--- src/rtl/camera_pkg.sv ---
// -----------------------------------------------------------------------------
// camera_pkg
// Shared definitions for the DVP camera blocks: transmitter state encoding,
// RGB565 field widths and the default VGA frame geometry (also used by the
// camera_read benches). Small integer helpers size the frame counters.
// No ports.
// -----------------------------------------------------------------------------
package camera_pkg;

    // Transmitter frame-sequencing states.
    typedef enum logic [2:0] {
        ST_IDLE   = 3'd0,
        ST_VSYNC  = 3'd1,
        ST_VBACK  = 3'd2,
        ST_ACTIVE = 3'd3,
        ST_HBLANK = 3'd4,
        ST_VFRONT = 3'd5
    } tx_state_t;

    // RGB565 field widths, high byte first on the wire.
    localparam int RGB_R_W  = 5;
    localparam int RGB_G_W  = 6;
    localparam int RGB_B_W  = 5;
    localparam int RGB565_W = RGB_R_W + RGB_G_W + RGB_B_W;

    // Default 640x480 geometry with OV7670-like blanking.
    localparam int DEF_H_ACTIVE    = 640;
    localparam int DEF_H_BLANK     = 144;
    localparam int DEF_V_ACTIVE    = 480;
    localparam int DEF_VSYNC_LINES = 3;
    localparam int DEF_V_BACK      = 17;
    localparam int DEF_V_FRONT     = 10;

    // Bits needed to hold the values 0 .. n-1 (at least one bit).
    function automatic int cnt_width(input int n);
        if (n < 2) begin
            return 1;
        end else begin
            return $clog2(n);
        end
    endfunction

    // Largest of four integers.
    function automatic int max4(input int a, input int b, input int c, input int d);
        int m;
        m = a;
        if (b > m) begin
            m = b;
        end else begin
            m = m;
        end
        if (c > m) begin
            m = c;
        end else begin
            m = m;
        end
        if (d > m) begin
            m = d;
        end else begin
            m = m;
        end
        return m;
    endfunction

endpackage

--- src/rtl/camera_tx_timing.sv ---
// -----------------------------------------------------------------------------
// camera_tx_timing
// Frame sequencer for camera_tx: state machine plus byte and line counters.
// All strobes are registered and describe the current clock cycle.
// Ports:
//   p_clock, rst_n  : byte clock, asynchronous active-low reset
//   enable          : start/continue frames (sampled in IDLE and on the
//                     last cycle of the frame)
//   in_vsync        : cycle lies in the vsync lines
//   in_active       : cycle is an active (href) byte
//   byte_idx        : byte position inside the current line / blank segment
//   fetch           : cycle immediately before a high-byte cycle
//   last_line       : active/hblank cycle belongs to the final active row
// Assumes H_ACTIVE, H_BLANK, V_ACTIVE and VSYNC_LINES are all at least 1.
// -----------------------------------------------------------------------------
module camera_tx_timing
    import camera_pkg::*;
#(
    parameter int H_ACTIVE    = DEF_H_ACTIVE,
    parameter int H_BLANK     = DEF_H_BLANK,
    parameter int V_ACTIVE    = DEF_V_ACTIVE,
    parameter int VSYNC_LINES = DEF_VSYNC_LINES,
    parameter int V_BACK      = DEF_V_BACK,
    parameter int V_FRONT     = DEF_V_FRONT,
    parameter int BW          = 11,
    parameter int LW          = 9
) (
    input  logic          p_clock,
    input  logic          rst_n,
    input  logic          enable,
    output logic          in_vsync,
    output logic          in_active,
    output logic [BW-1:0] byte_idx,
    output logic          fetch,
    output logic          last_line
);

    localparam int LINE_CYCLES = 2 * H_ACTIVE + H_BLANK;

    localparam logic [BW-1:0] LINE_LAST = BW'(LINE_CYCLES - 1);
    localparam logic [BW-1:0] ACT_LAST  = BW'(2 * H_ACTIVE - 1);
    localparam logic [BW-1:0] HBL_LAST  = BW'(H_BLANK - 1);
    localparam logic [LW-1:0] VS_LAST   = LW'(VSYNC_LINES - 1);
    localparam logic [LW-1:0] VB_LAST   = LW'(V_BACK - 1);
    localparam logic [LW-1:0] VA_LAST   = LW'(V_ACTIVE - 1);
    localparam logic [LW-1:0] VF_LAST   = LW'(V_FRONT - 1);

    tx_state_t     state_r, state_s;
    logic [BW-1:0] byte_r, byte_s;
    logic [LW-1:0] line_r, line_s;
    logic          in_vsync_r, in_active_r, fetch_r, last_line_r;
    logic          fetch_n_s, last_line_n_s;

    // Next-state and counter update logic.
    always_comb begin
        state_s = state_r;
        byte_s  = byte_r + BW'(1);
        line_s  = line_r;
        case (state_r)
            ST_IDLE: begin
                byte_s = BW'(0);
                line_s = LW'(0);
                if (enable) begin
                    state_s = ST_VSYNC;
                end else begin
                    state_s = ST_IDLE;
                end
            end
            ST_VSYNC: begin
                if (byte_r == LINE_LAST) begin
                    byte_s = BW'(0);
                    if (line_r == VS_LAST) begin
                        line_s = LW'(0);
                        // With no back porch the first active row follows vsync.
                        if (V_BACK == 0) begin
                            state_s = ST_ACTIVE;
                        end else begin
                            state_s = ST_VBACK;
                        end
                    end else begin
                        line_s = line_r + LW'(1);
                    end
                end else begin
                    byte_s = byte_r + BW'(1);
                end
            end
            ST_VBACK: begin
                if (byte_r == LINE_LAST) begin
                    byte_s = BW'(0);
                    if (line_r == VB_LAST) begin
                        line_s  = LW'(0);
                        state_s = ST_ACTIVE;
                    end else begin
                        line_s = line_r + LW'(1);
                    end
                end else begin
                    byte_s = byte_r + BW'(1);
                end
            end
            ST_ACTIVE: begin
                if (byte_r == ACT_LAST) begin
                    byte_s  = BW'(0);
                    state_s = ST_HBLANK;
                end else begin
                    byte_s = byte_r + BW'(1);
                end
            end
            ST_HBLANK: begin
                if (byte_r == HBL_LAST) begin
                    byte_s = BW'(0);
                    if (line_r != VA_LAST) begin
                        line_s  = line_r + LW'(1);
                        state_s = ST_ACTIVE;
                    end else begin
                        line_s = LW'(0);
                        if (V_FRONT != 0) begin
                            state_s = ST_VFRONT;
                        end else if (enable) begin
                            state_s = ST_VSYNC;
                        end else begin
                            state_s = ST_IDLE;
                        end
                    end
                end else begin
                    byte_s = byte_r + BW'(1);
                end
            end
            ST_VFRONT: begin
                if (byte_r == LINE_LAST) begin
                    byte_s = BW'(0);
                    if (line_r == VF_LAST) begin
                        line_s = LW'(0);
                        // Frame boundary: the only mid-run point enable is looked at.
                        if (enable) begin
                            state_s = ST_VSYNC;
                        end else begin
                            state_s = ST_IDLE;
                        end
                    end else begin
                        line_s = line_r + LW'(1);
                    end
                end else begin
                    byte_s = byte_r + BW'(1);
                end
            end
            default: begin
                state_s = ST_IDLE;
                byte_s  = BW'(0);
                line_s  = LW'(0);
            end
        endcase
    end

    // Strobes for the upcoming cycle, derived from the next counter values so
    // that the registered versions line up with the cycle they describe.
    always_comb begin
        fetch_n_s     = 1'b0;
        last_line_n_s = 1'b0;
        case (state_s)
            ST_VSYNC: begin
                fetch_n_s = (V_BACK == 0) && (byte_s == LINE_LAST) && (line_s == VS_LAST);
            end
            ST_VBACK: begin
                fetch_n_s = (byte_s == LINE_LAST) && (line_s == VB_LAST);
            end
            ST_ACTIVE: begin
                // Odd bytes prefetch the next pixel, except the line's final byte.
                fetch_n_s     = byte_s[0] && (byte_s != ACT_LAST);
                last_line_n_s = (line_s == VA_LAST);
            end
            ST_HBLANK: begin
                fetch_n_s     = (byte_s == HBL_LAST) && (line_s != VA_LAST);
                last_line_n_s = (line_s == VA_LAST);
            end
            default: begin
                fetch_n_s     = 1'b0;
                last_line_n_s = 1'b0;
            end
        endcase
    end

    // State, counters and strobe registers.
    always_ff @(posedge p_clock or negedge rst_n) begin
        if (!rst_n) begin
            state_r     <= ST_IDLE;
            byte_r      <= BW'(0);
            line_r      <= LW'(0);
            in_vsync_r  <= 1'b0;
            in_active_r <= 1'b0;
            fetch_r     <= 1'b0;
            last_line_r <= 1'b0;
        end else begin
            state_r     <= state_s;
            byte_r      <= byte_s;
            line_r      <= line_s;
            in_vsync_r  <= (state_s == ST_VSYNC);
            in_active_r <= (state_s == ST_ACTIVE);
            fetch_r     <= fetch_n_s;
            last_line_r <= last_line_n_s;
        end
    end

    assign in_vsync  = in_vsync_r;
    assign in_active = in_active_r;
    assign byte_idx  = byte_r;
    assign fetch     = fetch_r;
    assign last_line = last_line_r;

endmodule

--- src/rtl/camera_tx.sv ---
// -----------------------------------------------------------------------------
// camera_tx
// OV7670-style DVP transmitter. Takes RGB565 pixels over ready/valid and
// drives vsync/href/p_data, high byte first, for loop-back into camera_read.
// Ports:
//   p_clock, rst_n   : byte clock, asynchronous active-low reset
//   enable           : start or continue frames
//   pixel_in         : RGB565 pixel
//   pixel_in_valid   : pixel_in holds a pixel
//   pixel_in_ready   : a pixel is taken this cycle if valid
//   vsync, href      : frame sync / line valid
//   p_data           : byte bus, zero whenever href is low
//   frame_done       : one-cycle pulse as href falls on the last row
//   underflow        : one-cycle pulse on the high byte of a missing pixel
// -----------------------------------------------------------------------------
module camera_tx
    import camera_pkg::*;
#(
    parameter int H_ACTIVE    = DEF_H_ACTIVE,
    parameter int H_BLANK     = DEF_H_BLANK,
    parameter int V_ACTIVE    = DEF_V_ACTIVE,
    parameter int VSYNC_LINES = DEF_VSYNC_LINES,
    parameter int V_BACK      = DEF_V_BACK,
    parameter int V_FRONT     = DEF_V_FRONT
) (
    input  logic                p_clock,
    input  logic                rst_n,
    input  logic                enable,
    input  logic [RGB565_W-1:0] pixel_in,
    input  logic                pixel_in_valid,
    output logic                pixel_in_ready,
    output logic                vsync,
    output logic                href,
    output logic [7:0]          p_data,
    output logic                frame_done,
    output logic                underflow
);

    localparam int LINE_CYCLES = 2 * H_ACTIVE + H_BLANK;
    localparam int BW = cnt_width(LINE_CYCLES);
    localparam int LW = cnt_width(max4(VSYNC_LINES, V_BACK, V_FRONT, V_ACTIVE));
    localparam logic [BW-1:0] ACT_LAST = BW'(2 * H_ACTIVE - 1);

    logic                in_vsync_s, in_active_s, fetch_s, last_line_s;
    logic [BW-1:0]       byte_idx_s;
    logic [RGB565_W-1:0] hold_r, hold_s;
    logic [7:0]          p_data_r, p_data_s;
    logic                frame_done_r, underflow_r;

    camera_tx_timing #(
        .H_ACTIVE    (H_ACTIVE),
        .H_BLANK     (H_BLANK),
        .V_ACTIVE    (V_ACTIVE),
        .VSYNC_LINES (VSYNC_LINES),
        .V_BACK      (V_BACK),
        .V_FRONT     (V_FRONT),
        .BW          (BW),
        .LW          (LW)
    ) u_timing (
        .p_clock   (p_clock),
        .rst_n     (rst_n),
        .enable    (enable),
        .in_vsync  (in_vsync_s),
        .in_active (in_active_s),
        .byte_idx  (byte_idx_s),
        .fetch     (fetch_s),
        .last_line (last_line_s)
    );

    // Byte for the next cycle. A fetch cycle is always followed by a high
    // byte, which is taken straight from the input so it appears one cycle
    // after acceptance; the low byte then comes from the hold register.
    always_comb begin
        hold_s   = hold_r;
        p_data_s = 8'h00;
        if (fetch_s) begin
            if (pixel_in_valid) begin
                hold_s   = pixel_in;
                p_data_s = pixel_in[RGB565_W-1:8];
            end else begin
                hold_s   = {RGB565_W{1'b0}};
                p_data_s = 8'h00;
            end
        end else if (in_active_s && !byte_idx_s[0]) begin
            p_data_s = hold_r[7:0];
        end else begin
            p_data_s = 8'h00;
        end
    end

    // Hold register, byte bus and pulse outputs.
    always_ff @(posedge p_clock or negedge rst_n) begin
        if (!rst_n) begin
            hold_r       <= {RGB565_W{1'b0}};
            p_data_r     <= 8'h00;
            frame_done_r <= 1'b0;
            underflow_r  <= 1'b0;
        end else begin
            hold_r       <= hold_s;
            p_data_r     <= p_data_s;
            // Last byte of the last row: the pulse lands as href falls.
            frame_done_r <= in_active_s && last_line_s && (byte_idx_s == ACT_LAST);
            underflow_r  <= fetch_s && !pixel_in_valid;
        end
    end

    assign pixel_in_ready = fetch_s;
    assign vsync          = in_vsync_s;
    assign href           = in_active_s;
    assign p_data         = p_data_r;
    assign frame_done     = frame_done_r;
    assign underflow      = underflow_r;

endmodule

--- config.mk ---
export PLATFORM = sky130hd
export DESIGN_NAME = camera_tx
export DESIGN_NICKNAME = d
export VERILOG_FILES = /design/src/rtl/camera_pkg.sv /design/src/rtl/camera_tx_timing.sv /design/src/rtl/camera_tx.sv
export SDC_FILE = /design/constraint.sdc
export NUM_CORES = 1
export LEC_CHECK = 0
export CAP_MARGIN = 20
export CORE_ASPECT_RATIO = 0.8
export CORE_UTILIZATION = 50
export DETAILED_ROUTE_END_ITERATION = 8
export GPL_TIMING_DRIVEN = 0
export PLACE_DENSITY = 0.72
export SLEW_MARGIN = 20
export SYNTH_ARGS = -nofsm -noshare
export SYNTH_HDL_FRONTEND = slang
export SYNTH_HIERARCHICAL = 1
export SYNTH_SLANG_ARGS = --single-unit
export TNS_END_PERCENT = 30
--- constraint.sdc ---
create_clock -name p_clock -period 5.6 [get_ports p_clock]
set_input_delay 1.12 -clock p_clock [delete_from_list [all_inputs] [get_ports p_clock]]
set_output_delay 1.12 -clock p_clock [all_outputs]
set_load 0.05 [all_outputs]
Word-level counts from Yosys, hierarchy flattened
Index checks and enable logic that the tools add are counted.
Widths: inputs -> output; s select.

cells by class
  add/sub/neg operators = 2
  equality and inequality tests = 22
  muxes and demuxes = 30
  reduce and logical (&&, ||, !) cells = 12

operator list
  operator               number
  $mux 9                 8
  $pmux 9 s5             1
  $eq 11x11->1 const B   3
  $mux 11                3
  $pmux 11 s3            1
  $mux 8                 4
  $mux 3                 9
  $eq 11x8->1 const B    2
  $eq 9x5->1 const B     2
  $ne 9x9->1 const B     2
  $pmux 3 s6             1
  $eq 3x2->1 const B     4
  $add 11x1->11 const B  1
  $ne 11x11->1 const B   1
  $add 9x1->9 const B    1
  $eq 3x3->1 const B     3
  $eq 9x2->1 const B     1
  $eq 9x4->1 const B     1
  $eq 9x9->1 const B     1
  $logic_and 1x1->1      7
  $eq 3x1->1 const B     2
  $logic_not 3->1        1
  $pmux 1 s3             1
  $reduce_or 3->1        1
  other kinds (3)        5

storage, ports and cells
  bits in registers = 45
  bits of input ports = 20
  output and inout port bits = 13
  logic and storage cells = 77

Logic depth before layout (Yosys ltp)
Gate-level depths: netlist of the first run.

  word-level depth = 7
  depth in mapped cells = 10
  mapped depth without buffers = 10

Hierarchy
Netlist of the first run, hierarchy kept.

by module, submodules not included
  module            instances  cells an instance  area each (um^2)  seq. area each (um^2)
  camera_tx_timing  1          239                2047.0            675.6
  camera_tx         1          57                 720.7             450.4

Worst setup path before layout of the first run
OpenSTA, ideal clock, no wires.

  path type = register to register
  start = register u_timing.line_r[0]
  end = register u_timing.fetch_r (netlist: u_timing/fetch)
  setup time = 0.104 ns
  arrival = 2.542 ns
  required time = 5.496 ns
  setup slack = 2.954 ns
  stages on the path, launching flop included = 11
  buffers on the path = 0
  clock period less this slack = 2.646 ns
  cell sequence = dfrtp_1 inv_1 ha_1 or3b_1 a2111oi_4 a21oi_2 o311ai_2 o311ai_1 and3b_1 and4_4 o41ai_2

between the ends
  longest elaborated chain between the ends = 7
  elaborated cells on any way between the ends = 31
  classes of those cells = add/sub: 1; eq/ne: 9; mux: 19; reduce/logical: 2

ends and longest elaborated chain
  item                                      RTL line                                          RTL
  start, declared                           camera_tx_timing.sv:50                            logic [LW-1:0] line_r, line_s;
  start signal, assigned                    camera_tx_timing.sv:195                           line_r <= line_s;
  $add 9x1->9 (tied with other cells)       --
  $mux 9 (on tied branches) (2 in series)   --
  $pmux 9 s5 (*)                            camera_tx_timing.sv:59                            case (state_r)
  net u_timing.line_s[6]                    camera_tx_timing.sv:50
  $ne 9x9->1 or $eq 9x5->1 (tied branches)  camera_tx_timing.sv:172, camera_tx_timing.sv:164
  $logic_and 1x1->1 (on tied branches)      camera_tx_timing.sv:172, camera_tx_timing.sv:164
  $pmux 1 s3 (*)                            camera_tx_timing.sv:159                           case (state_s)
  net u_timing.fetch_n_s                    camera_tx_timing.sv:52                            logic fetch_n_s, last_line_n_s;
  end signal, assigned                      camera_tx_timing.sv:198                           fetch_r <= fetch_n_s;
  end, declared                             camera_tx_timing.sv:51                            logic in_vsync_r, in_active_r, fetch_r, last_line_r;

Mark *: on every way through the listed nets, which the timed path passes. The rest lies on a longest branch.
A chain may end at the register's enable or synchronous reset.

Worst setup path after layout of the first run
  start = register u_timing.byte_r[0] (netlist: u_timing/byte_idx[0])
  end = register u_timing.fetch_r (netlist: u_timing/fetch)

between the ends
  longest elaborated chain between the ends = 6
  elaborated cells on any way between the ends = 31
  classes of those cells = add/sub: 1; eq/ne: 11; mux: 16; reduce/logical: 3

ends and longest elaborated chain
  item                                       RTL line                                                                   RTL
  start, declared                            camera_tx_timing.sv:49                                                     logic [BW-1:0] byte_r, byte_s;
  start signal, assigned                     camera_tx_timing.sv:194                                                    byte_r <= byte_s;
  $add 11x1->11 (tied with other cells)      --
  $mux 11 (tied with other cells)            camera_tx_timing.sv:70, camera_tx_timing.sv:88, camera_tx_timing.sv:129
  $pmux 11 s3 or $pmux 9 s5 (tied branches)  camera_tx_timing.sv:59
  $eq 11x8->1 (tied with other cells)        camera_tx_timing.sv:172                                                    fetch_n_s = (byte_s == HBL_LAST) && (line_s != VA_LAST);
  $logic_and 1x1->1 (on tied branches)       camera_tx_timing.sv:172, camera_tx_timing.sv:164, camera_tx_timing.sv:168
  $pmux 1 s3 (*)                             camera_tx_timing.sv:159
  net u_timing.fetch_n_s                     camera_tx_timing.sv:52

Marked as above.

==> run_results.csv, run 1 <==
group,metric,value,unit
die,die_w,85.2,um
critical_path,path_class,"reg -> reg",
sta,tightest_slew,0.827,ns
finish,n_fill_cell,442,
die,start_util,53.4,%
yosys,ys_seq_elements,45,
yosys,post-synth-top-count-cell,"dfrtp_1",
placed_design,place_ws,2.42,ns
critical_path,arrival,3.45,ns
die,dieArea,5840,um2
finish,final_util,63.2,%
critical_path,reg2reg_from,"u_timing/byte_idx[0]$_DFF_PN0_",
critical_path,critPathLaunch,"u_timing/byte_idx[0]$_DFF_PN0_",
global_routing,grtUsageTotal,24.8,%
finish,areaGrowthSynthToFinish,18.3,%
die,ios,33,
yosys,syn-num-nets,321,
critical_path,worstRegToRegCells,10,
power,pwr_density_cell,170,nW/um2
sta,rsz0062_at_grt,"no",
route,dr.pass1.iters,5,
sta,timing.final.ws_setup,2.34,ns
route,drt-vias-per-instance,6.25,
yosys,ys_warn_count,6,
critical_path,start_kind,"register",
yosys,ys_top_cells_by_area,"dfrtp_1, nor2_1, nand3_1",
finish,fin_area,3270,um2
yosys,synth-seq-area-share,40.7,%
placed_design,io_buffers,32,
placed_design,dp_hpwl,5100,um
outcome,status,"finished, final reports clean",
clocking,postCtsSetupRepairBufs,0,
yosys,synth_edf_count,0,
die,dieHeight,68.5,um
placed_design,globalplace.congestion,0.974,
power,ir_worst_vdd,140,uV
global_routing,antenna_found_initial,0,
critical_path,rrSetupSlack,2.34,ns
critical_path,end_kind,"register",
global_routing,grt_max_degree,32,
die,coreArea,5180,um2
global_routing,grt_overflow,0,
sta,skew,0.0132,ns
critical_path,crit_required,5.79,ns
sta,hold_violations,0,
route,vias,2492,
yosys,synthDominantCellAreaShare,40.7,%
critical_path,critPathCapture,"u_timing/fetch$_DFF_PN0_",
clocking,path_clk_slew,0.10,ns
clocking,hold_buffers,0,
clocking,cts-root-buf,"clkbuf_8",
yosys,synth_area,2770,um2
clocking,cts_buffers,5,
global_routing,grt_pass1_wl,11000,um
clocking,cts_resized,0,
flow_run,max_cap_violations,0,
finish,nNetsFinal,361,
critical_path,regToRegEndpoint,"u_timing/fetch$_DFF_PN0_",
sta,relSlewSlack,44.9,%
sta,totalNegativeSetupSlack,0,ns
route,drc,0,
finish,drive_above_1_share,10.1,%
route,wl_per_cell,17.1,um
clocking,clk_latency,0.30,ns
sta,finalMaxSlewViolations,0,
global_routing,grt_pass1_vias,2260,
clocking,tritoncts,"built",
sta,period_needed,3.26,ns
clocking,cts.sinks,45,
power,p_leak,1.43,nW
sta,fin_crit_sh,58.3,%
critical_path,path_max_fanout,8,
sta,fmax,0.306,GHz
yosys,async_flop_share,100,%
yosys,avgSynthCellArea,9.35,um2
finish,diodes,0,
die,rows,23,
route,wl,6820,um
clocking,cts_buffer_depth,2,
yosys,yosysUniqueCellTypes,71,
yosys,synth_area_leader_cell,"dfrtp_1",
min_path,hold_class,"reg -> reg",
route,first_iter_violations,256,
yosys,synthFlopType,"dfrtp_1",
clocking,cts_max_level,2,
sta,setup_violations,0,
placed_design,placed_area,3180,um2
route,antenna_left,0,
yosys,syn_inst,296,
yosys,synth.top_cells.by_count,"dfrtp_1, nor2_1, nand3_1, inv_1, o21ai_0",
==> metal layers <==
layer | routed length (um) | track usage [%] | vias up
met1 | 3350 | 34.9 | 1191
met5 | 0 | 0 | -
met2 | 2950 | 39.1 | 104
li1 | - | - | 1192
met4 | 39 | 4.66 | 0
met3 | 488 | 6.43 | 5
==> layout make-up <==
cell class	count	area [um2]	share of cell area [%]
clock buffers	5	68.8	2.10
plain buffers	16	95.1	2.90
clock inverters	3	25.0	0.764
multi-input cells	221	1490	45.6
flip-flops and latches	45	1130	34.4
repair buffers	33	335	10.2
inverters	14	52.6	1.60
well taps	62	77.6	2.37
==> through the flow <==
stage	total power, mW	instances	hold WS (ns)
2_1_floorplan	0.332	296	0.497
3_5_place_dp	0.354	391	0.517
4_1_cts	0.562	399	0.539
5_1_grt	0.581	399	0.550
3_3_place_gp	0.352	390	0.511
6_report	0.557	399	0.535
==> layout by cell type (no fill, tap or decap), types with 3 or more instances in the layout <==
cell,n
ha_1,5
clkbuf_8,5
dfrtp_1,45
nor3b_1,5
a32o_1,4
buf_6,3
buf_4,3
a22oi_1,4
xnor2_1,5
nor2_1,28
o22ai_1,3
inv_1,14
nand3b_1,3
o21ai_1,4
a211oi_1,4
nor3_1,11
a21oi_1,10
a21o_1,6
o21ai_0,12
clkbuf_1,9
a31oi_1,4
nor4_1,5
a22o_1,4
nand3_1,16
nand2b_1,3
clkdlybuf4s50_1,31
nand2_1,10
or3_1,3
nor2b_1,7
nand4_1,8
xor2_1,4
and3_1,3
==> report_power, final <==
| group | internal [mW] | leakage (nW) | switching, mW |
|---|---|---|---|
| logic | 0.0129 | 0.794 | 0.00940 |
| clock network | 0.0902 | 0.0447 | 0.120 |
| registers | 0.325 | 0.588 | 0 |
==> cell families after synthesis <==
kind of cell | synth area share [%]
XOR/XNOR | 2.85
multiplexers | 0.769
buffers and inverters | 5.33
adder cells (fa/ha/maj) | 2.26
AO/OA/AOI/OAI | 21.8
flip-flops | 40.7
AND/OR/NAND/NOR | 26.3
==> state kept, by name (all words and copies together) (netlist names) <==
name and count:
u_timing/in_vsync 1, u_timing/fetch 1, u_timing/byte_idx 11, hold_r 8, frame_done 1, u_timing/last_line 1
underflow 1, p_data 8, u_timing/in_active 1, u_timing/state_r 3, u_timing/line_r 9
==> critical path: stages, from the launching register on <==
cell and delay [ns]:
dfrtp_1 0.51, ha_1 0.29, and4_1 0.23, clkbuf_1 0.22, nand3_1 0.26, nor2_2 0.42
nor3b_1 0.16, or4_1 0.55, nor4b_1 0.26, a31oi_1 0.16, o41ai_2 0.09
==> worst min-delay path by stage <==
stage / from / endpoint / slack (ns) / cells after the start
6_report: hold_r[3]$_DFFE_PN0P_ / hold_r[3]$_DFFE_PN0P_ / 0.54 / 2
5_1_grt: hold_r[2]$_DFFE_PN0P_ / p_data[2]$_DFF_PN0_ / 0.55 / 1
4_1_cts: hold_r[3]$_DFFE_PN0P_ / p_data[3]$_DFF_PN0_ / 0.54 / 1
3_5_place_dp: hold_r[3]$_DFFE_PN0P_ / p_data[3]$_DFF_PN0_ / 0.52 / 1
3_3_place_gp: hold_r[2]$_DFFE_PN0P_ / p_data[2]$_DFF_PN0_ / 0.51 / 1
2_1_floorplan: u_timing/byte_idx[8]$_DFF_PN0_ / frame_done$_DFF_PN0_ / 0.50 / 2
(Power assumes the default switching activity.)
==> run 2: changes to the inputs <==
clock period = 3.17 ns   (was 5.6 ns; I/O delays follow)
==> run 2 against run 1 <==
Effect of this change:
- global-route usage grew 0.080 points
- clock-buffer cell count unchanged
- wire length up 2.4%
- sequential share of layout area fell by 0.92 points
- cell area is 3.0% higher
- maximum frequency increased by 5.9%
- hold slack got worse by 0.29 ns
- critical path depth stayed put
- power up 76%
- flip-flop and latch count stayed put
- critical path type unchanged
- critical endpoint unchanged
- largest cell class unchanged
- highest routed layer unchanged
==> run_results.csv, run 2 (synthesized netlist as in run 1, its figures left out) <==
group,metric,value,unit
critical_path,path_max_fanout,6,
clocking,cts_buffer_depth,2,
flow_run,max_cap_violations,0,
global_routing,antenna_found_initial,0,
global_routing,grt_max_degree,32,
global_routing,grt_pass1_wl,11100,um
power,ir_worst_vdd,245,uV
sta,period_needed,3.08,ns
sta,relSlewSlack,58.2,%
route,first_iter_violations,208,
route,antenna_left,0,
finish,layout_commonest_cell,"dfrtp_1",
route,drt-vias-per-instance,6.24,
finish,nNetsFinal,364,
die,coreArea,5180,um2
sta,fmax,0.324,GHz
critical_path,reg2reg_from,"u_timing/line_r[0]$_DFF_PN0_",
placed_design,placedCellCount,391,
sta,setup_violations,0,
power,p_seq_share,58.4,%
finish,drive_above_1_share,13.8,%
critical_path,cp_top_family,"compound AO/OA/AOI/OAI gates",
finish,areaGrowthSynthToFinish,21.8,%
clocking,cts.sinks,45,
clocking,path_clk_slew,0.09,ns
route,wl,6980,um
critical_path,path_buf_inv,1,
critical_path,start_kind,"register",
finish,layout_common_cells,"dfrtp_1, clkdlybuf4s50_1, nor2_1",
power,pwr_density_cell,291,nW/um2
clocking,cts_max_level,2,
finish,largest_reg_flops,11,
critical_path,arrival,3.28,ns
sta,finalMaxSlewViolations,0,
die,die_w,85.2,um
global_routing,grt_overflow,0,
min_path,hold_class,"in -> async",
die,ios,33,
global_routing,grt_pass1_vias,2260,
critical_path,path_depth,10,
finish,diodes,0,
critical_path,max_stage_delay,0.46,ns
finish,instances_no_fill,402,
sta,hold_violations,0,
global_routing,grtUsageTotal,24.8,%
critical_path,critPathCapture,"u_timing/fetch$_DFF_PN0_",
sta,tightest_slew,0.626,ns
critical_path,critPathSlowestCell,"a2111oi_4",
critical_path,end_kind,"register",
clocking,cts_buffers,5,
critical_path,rrSetupSlack,0.09,ns
outcome,status,"finished, final reports clean",
placed_design,globalplace.congestion,0.974,
power,swShare,23.1,%
clocking,clk_latency,0.30,ns
critical_path,worstRegToRegCells,10,
die,start_util,53.4,%
sta,fin_crit_sh,97.2,%
die,dieHeight,68.5,um
critical_path,critPathLaunch,"u_timing/line_r[0]$_DFF_PN0_",
sta,totalNegativeSetupSlack,0,ns
power,p_leak,1.46,nW
route,wl_per_cell,17.4,um
clocking,tritoncts,"built",
route,drc,0,
power,power.switching,0.227,mW
route,dr.pass1.iters,5,
critical_path,crit_chain,"inv_2 -> ha_1 -> or3b_4 -> a2111oi_4 -> a21oi_4 -> o311ai_4 -> o311ai_2 -> and3b_1 -> and4_4 -> o41ai_4",
placed_design,dp_hpwl,5100,um
clocking,cts-root-buf,"clkbuf_8",
power,comb_power_share,4.0,%
critical_path,path_class,"reg -> reg",
sta,skew,0.0136,ns
critical_path,regToRegEndpoint,"u_timing/fetch$_DFF_PN0_",
die,dieArea,5840,um2
power,clkPwrFrac,37.6,%
power,power.total,0.982,mW
power,p_int,0.755,mW
route,vias,2507,
critical_path,crit_required,3.37,ns
placed_design,io_buffers,32,
die,rows,23,
[run 2: cell types whose count changed in the layout (fill, tap and decap cells not counted), moves of 2 or more]
cell     change
dfrtp_1      -2
buf_4        +3
dfrtp_2      +2
o21ai_1      -2
[run 2: worst reg2reg max path, cell delays in order, from the launching register on]
cell,delay (ns)
dfrtp_2,0.45
inv_2,0.10
ha_1,0.17
or3b_4,0.42
a2111oi_4,0.47
a21oi_4,0.16
o311ai_4,0.29
o311ai_2,0.17
and3b_1,0.24
and4_4,0.22
o41ai_4,0.30
[run 2: routing by layer]
| metal | wire (um) | vias up | global-route usage, % | share of wire (%) |
|---|---|---|---|---|
| met5 | 0 | - | 0 | 0 |
| met4 | 50 | 0 | 5.08 | 0.72 |
| met3 | 528 | 8 | 6.90 | 7.6 |
| met2 | 3030 | 95 | 38.9 | 43 |
| met1 | 3370 | 1211 | 34.8 | 48 |
| li1 | - | 1193 | - | - |
[run 2: cell type report]
class / instances / area (um2)
fill: 429 / 1810
multi-input combinational: 221 / 1570
sequential: 45 / 1130
timing repair buffer: 36 / 358
buffer: 16 / 95.1
tap: 62 / 77.6
clock buffer: 5 / 68.8
inverter: 14 / 52.6
clock inverter: 3 / 25.0
[run 2: how the worst min path moves through the flow]
stage / startpoint / end / depth (start not counted)
after global routing: rst_n / hold_r[1]$_DFFE_PN0P_ / 1
after CTS: rst_n / p_data[1]$_DFF_PN0_ / 1
after global placement: hold_r[2]$_DFFE_PN0P_ / p_data[2]$_DFF_PN0_ / 1
after detailed placement: hold_r[3]$_DFFE_PN0P_ / p_data[3]$_DFF_PN0_ / 1
final: rst_n / hold_r[7]$_DFFE_PN0P_ / 1
after floorplan: rst_n / frame_done$_DFF_PN0_ / 0
[run 2: repair_timing]
item,CTS,global route
resized for setup,4,11
pin swaps,0,4
cloned,0,0
buffers inserted,0,3
hold buffers,0,0
endpoints found under the setup margin,1,2
[run 2: metrics by stage]
step	worst slack [ns]	hold slack, ns	instance area, um2	util (%)
after floorplan	0.524	0.338	2770	-
after global placement	-0.00775	0.511	3170	61.1
after detailed placement	-0.0118	0.517	3180	61.4
after CTS	0.0246	0.244	3300	63.6
after global routing	-0.0202	0.250	3370	65.1
final	0.0880	0.243	3370	65.1
[run 2: power by group through the flow]
stage          registers (mW)  clock network, mW  logic, mW
2_1_floorplan           0.585                  0   0.000711
3_3_place_gp            0.585                  0     0.0377
3_5_place_dp            0.585                  0     0.0397
4_1_cts                 0.573              0.380     0.0403
5_1_grt                 0.574              0.409     0.0435
6_report                0.573              0.369     0.0394
